<file path="config.mk">
export PLATFORM = sky130hd
export DESIGN_NAME = ahb_lite_master
export DESIGN_NICKNAME = d
export VERILOG_FILES = /design/src/rtl/ahb_lite_master.sv
export SDC_FILE = /design/constraint.sdc
export NUM_CORES = 1
export LEC_CHECK = 0
export CAP_MARGIN = 20
export CORE_MARGIN = 5
export CORE_UTILIZATION = 48
export DETAILED_ROUTE_END_ITERATION = 6
export GPL_TIMING_DRIVEN = 0
export PLACE_DENSITY = 0.86
export SYNTH_ARGS = -nofsm -noshare
export SYNTH_HDL_FRONTEND = slang
export SYNTH_SLANG_ARGS = --single-unit
</file>
<file path="constraint.sdc">
create_clock -name clk -period 3.2 [get_ports clk]
set_clock_uncertainty 0.1 [all_clocks]
set_input_delay 0.32 -clock clk [delete_from_list [all_inputs] [get_ports clk]]
set_output_delay 0.32 -clock clk [all_outputs]
set_load 0.01 [all_outputs]
</file>
<file path="src/rtl/ahb_lite_master.sv">
// ahb_lite_master: single-command AHB-Lite initiator with in-order responses
// Define AHB_MASTER_PIPELINE_EN to overlap the next address phase with the current data phase.
module ahb_lite_master #(
   parameter int ADDR_WIDTH = 7,
   parameter int DATA_WIDTH = 32
) (
   input  logic                  clk,
   input  logic                  n_rst,
   input  logic                  cmd_valid,
   output logic                  cmd_ready,
   input  logic                  cmd_write,
   input  logic [ADDR_WIDTH-1:0] cmd_addr,
   input  logic [1:0]            cmd_size,
   input  logic [DATA_WIDTH-1:0] cmd_wdata,
   output logic                  rsp_valid,
   output logic                  rsp_error,
   output logic [DATA_WIDTH-1:0] rsp_rdata,
   output logic                  hsel,
   output logic [ADDR_WIDTH-1:0] haddr,
   output logic [1:0]            htrans,
   output logic [1:0]            hsize,
   output logic                  hwrite,
   output logic [DATA_WIDTH-1:0] hwdata,
   input  logic [DATA_WIDTH-1:0] hrdata,
   input  logic                  hready,
   input  logic                  hresp
);
   typedef enum logic [1:0] {IDLE, ADDR, DATA, ERR} state_t;
   state_t state, state_n;
   logic live, a_vld, a_bad, d_bad, d_write;
   logic [DATA_WIDTH-1:0] a_wdata;
   logic bad_cmd, accept, imm_err, take, a_mv, d_fin, d_err1, hsel_n;
`ifdef AHB_MASTER_PIPELINE_EN
   assign cmd_ready = live & (state != ERR) & ~((state == DATA) & hresp) & (~a_vld | hready);
`else
   assign cmd_ready = live & (state == IDLE);
`endif
   // a_bad marks an address slot that never reaches the bus (illegal or cancelled command)
   always_comb begin
      bad_cmd = (cmd_size == 2'd3) | ((cmd_size == 2'd1) & cmd_addr[0]) | ((cmd_size == 2'd2) & |cmd_addr[1:0]);
      accept  = cmd_valid & cmd_ready;
      imm_err = accept & bad_cmd & (state == IDLE);
      take    = accept & ~imm_err;
      a_mv    = a_vld & hready;
      d_fin   = ((state == DATA) | (state == ERR)) & hready;
      d_err1  = (state == DATA) & ~hready & hresp & ~d_bad;
      hsel_n  = take ? ~bad_cmd : hsel & ~a_mv & ~d_err1;
      state_n = a_mv ? DATA : (d_fin | (state == IDLE)) ? (take ? ADDR : IDLE) : d_err1 ? ERR : state;
   end
   always_ff @(posedge clk or negedge n_rst) begin
      if (!n_rst) begin
         state     <= IDLE;
         live      <= 1'b0;
         a_vld     <= 1'b0;
         a_bad     <= 1'b0;
         d_bad     <= 1'b0;
         d_write   <= 1'b0;
         a_wdata   <= '0;
         rsp_valid <= 1'b0;
         rsp_error <= 1'b0;
         rsp_rdata <= '0;
         hsel      <= 1'b0;
         haddr     <= '0;
         htrans    <= 2'b00;
         hsize     <= 2'b00;
         hwrite    <= 1'b0;
         hwdata    <= '0;
      end else begin
         state     <= state_n;
         live      <= 1'b1;
         a_vld     <= take | (a_vld & ~a_mv);
         a_bad     <= take ? bad_cmd : a_bad | d_err1;
         hsel      <= hsel_n;
         htrans    <= {hsel_n, 1'b0};
         if (take) begin
            haddr   <= cmd_addr;
            hsize   <= cmd_size;
            hwrite  <= cmd_write;
            a_wdata <= cmd_wdata;
         end
         if (a_mv) begin
            d_bad   <= a_bad;
            d_write <= hwrite;
         end
         hwdata    <= a_mv ? ((hwrite & ~a_bad) ? a_wdata : '0) : d_fin ? '0 : hwdata;
         rsp_valid <= imm_err | d_fin;
         rsp_error <= imm_err | (d_fin & ((state == ERR) | d_bad | hresp));
         rsp_rdata <= ((state == DATA) & hready & ~hresp & ~d_bad & ~d_write) ? hrdata : '0;
      end
   end
endmodule
</file>
==> results.cfg <==
[run_status]
outcome = complete, no violations

[sta]
hold_viol = 0
fmax_mhz = 461
drv_slew = 0
fin_crit_sh = 0.678
worstMarginPinSlew_ns = 0.571
relSlewSlack = 0.619
setup_viol = 0
setup_tns_ns = 0
rsz0062_at_grt = no
period_needed_ns = 2.17

[logic_synthesis]
synth_fp_nets = 346
synth_area_leaders = dfrtp_1, mux2_4, a22o_1, and2_1, mux2_2
ys_warn_count = 0
synth_cell_types = 29
synth.top_cell.area_share = 0.672
ys_seq_elements = 116
yosysSeqAreaShare = 0.672
yosys.area.top_type = dfrtp_1
syn_area_sq_um = 4320
syn_inst = 267
syn-mean-instance-area_sq_um = 16.2

[layout]
diodes = 0
layout_commonest_cell = clkdlybuf4s50_1
areaGrowthSynthToFinish_pct = 53.7
final_nets = 524
mostFrequentLayoutCells = clkdlybuf4s50_1, dfrtp_1, mux2_4
final_util = 0.758
layout-drive-gt1-share = 0.200

[drt]
totalWireLength_mm = 10.4
post_drt_wl_per_cell_um = 18.5
dr.pass1.iters = 4
route.detailed.drc = 0
dr_total_vias = 2839
via_per_inst = 5.03
drt_iter0_markers = 76
ant_nets = 0

[clock_tree]
clk_pin_slew_ns = 0.06
post-cts-setup-buffers = 0
cts_tree = built
clk_path_buf_depth = 2
root_buffer = clkbuf_8
numCtsBuffers = 17
htree_levels = 4
clk-insertion-delay-late_ns = 0.49
clock-sinks = 116

[floorplan]
rows = 34
fp.dieArea_sq_um = 11000
core-area_sq_um = 8760
io_pins = 159
die_h_um = 105
start_util = 0.493
die_x_um = 105

[worst_setup_path]
crit_chain = nor3b_1 > clkdlybuf4s50_1
cp-end-kind = primary output
crit_arrival_ns = 1.75
start_kind = register
worst-setup-path-type = register to primary output
cp_max_fo = 6
cp_num_buf_inv = 1
slowest_stage = clkdlybuf4s50_1
cpPeakStageDelay_ns = 0.60
required_ns = 2.78
critPathTopFamily = buffers and inverters

[placement]
gp_congestion = 0.775
dp_hpwl_mm = 7.28
io_buffer_count = 157

[global_routing]
grt_pass1_vias = 3233
antenna_found_initial = 0
grt_max_degree = 75
grt.overflow.total = 0
grt_usage = 0.198
grt_pass1_wl_mm = 17.1

[power]
power_mw = 5.48
p_leak_nw = 3.11
power.density_nw_per_um2 = 825
irDropWorstVdd_mv = 0.522

[run]
maxCapViolations = 0

[min_path]
min_path_type = input pin to asynchronous set/reset pin
registers in the layout (all words and copies together) (netlist names), 2 cells and up:
name,count
a_wdata,32
state,2
hsize,2
haddr,7
rsp_rdata,32
hwdata,32
worst reg2reg max path: cells and delay by family, from the launching register on:
kind | cells | cell delay (ns)
buf+inv | 1 | 0.34
flops | 1 | 0.42
simple gates | 3 | 0.81
stage by stage:
step / hold WS (ns) / instance area [sq um] / cells / setup WS [ns]
after floorplan: -0.0756 / 4320 / 267 / 1.67
after global placement: 0.367 / 6030 / 532 / -2.51
after detailed placement: 0.247 / 6050 / 533 / 0.937
after CTS: 0.256 / 6640 / 564 / 0.989
after global routing: 0.256 / 6640 / 564 / 0.915
final: 0.257 / 6640 / 564 / 1.03
synth_stat cells, drive strengths merged:
| cell | count |
|---|---|
| conb | 2 |
| o21a | 1 |
| nor3 | 2 |
| nor4b | 1 |
| a21oi | 2 |
| nand2 | 5 |
| o21ai | 6 |
| buf | 9 |
| a22o | 32 |
| or2b | 1 |
| clkbuf | 6 |
| mux2 | 44 |
| and2 | 32 |
| o31ai | 1 |
| and4bb | 1 |
| dfrtp | 116 |
| nor3b | 3 |
| or3b | 1 |
| nor2b | 1 |
| inv | 1 |
where the power goes:
group,total [mW],internal [mW],switching (mW)
registers,2.20,1.92,0.276
clock network,1.84,1.21,0.625
logic,1.44,0.977,0.468
total,5.48,4.11,1.37
final timing paths:
check | startpoint | end | slack [ns] | cells past startpoint
hold / removal | n_rst | rsp_rdata[20] | 0.26 | 2
setup reg to reg | d_bad | rsp_rdata[6] | 1.48 | 4
min in group clk | hrdata[16] | rsp_rdata[16] | 0.28 | 2
max in group asynchronous | n_rst | a_wdata[18] | 1.98 | 3
hold reg to reg | a_wdata[6] | hwdata[6] | 0.38 | 1
setup / recovery | state[0] | cmd_ready | 1.03 | 2
per-layer routing:
metal	vias up	track usage	routed length (um)
li1	1289	-	-
met1	1411	0.233	4160
met2	127	0.316	4970
met3	12	0.105	1150
met4	0	0.0603	126
met5	-	0	0
logic make-up after synthesis:
group,count (synthesis),share of synthesized area
buffers and inverters,16,0.0261
DFF,116,0.672
AOI/OAI and AO/OA,42,0.0811
and+or+nand+nor,47,0.0733
muxes,44,0.146
other,2,0.00174
cell type report:
| class | count | area, sq um |
|---|---|---|
| Tap cell | 108 | 135 |
| Buffer | 15 | 109 |
| Inverter | 1 | 3.75 |
| Timing Repair Buffer | 159 | 1610 |
| Clock inverter | 10 | 133 |
| Sequential cell | 116 | 2900 |
| Clock buffer | 20 | 445 |
| Fill cell | 538 | 2120 |
| Multi-Input combinational cell | 135 | 1310 |
repair_timing:
action	CTS	global route
hold buffers	1	0
resized for setup	0	0
endpoints found under the hold margin	42	0
(Power assumes the default switching activity.)
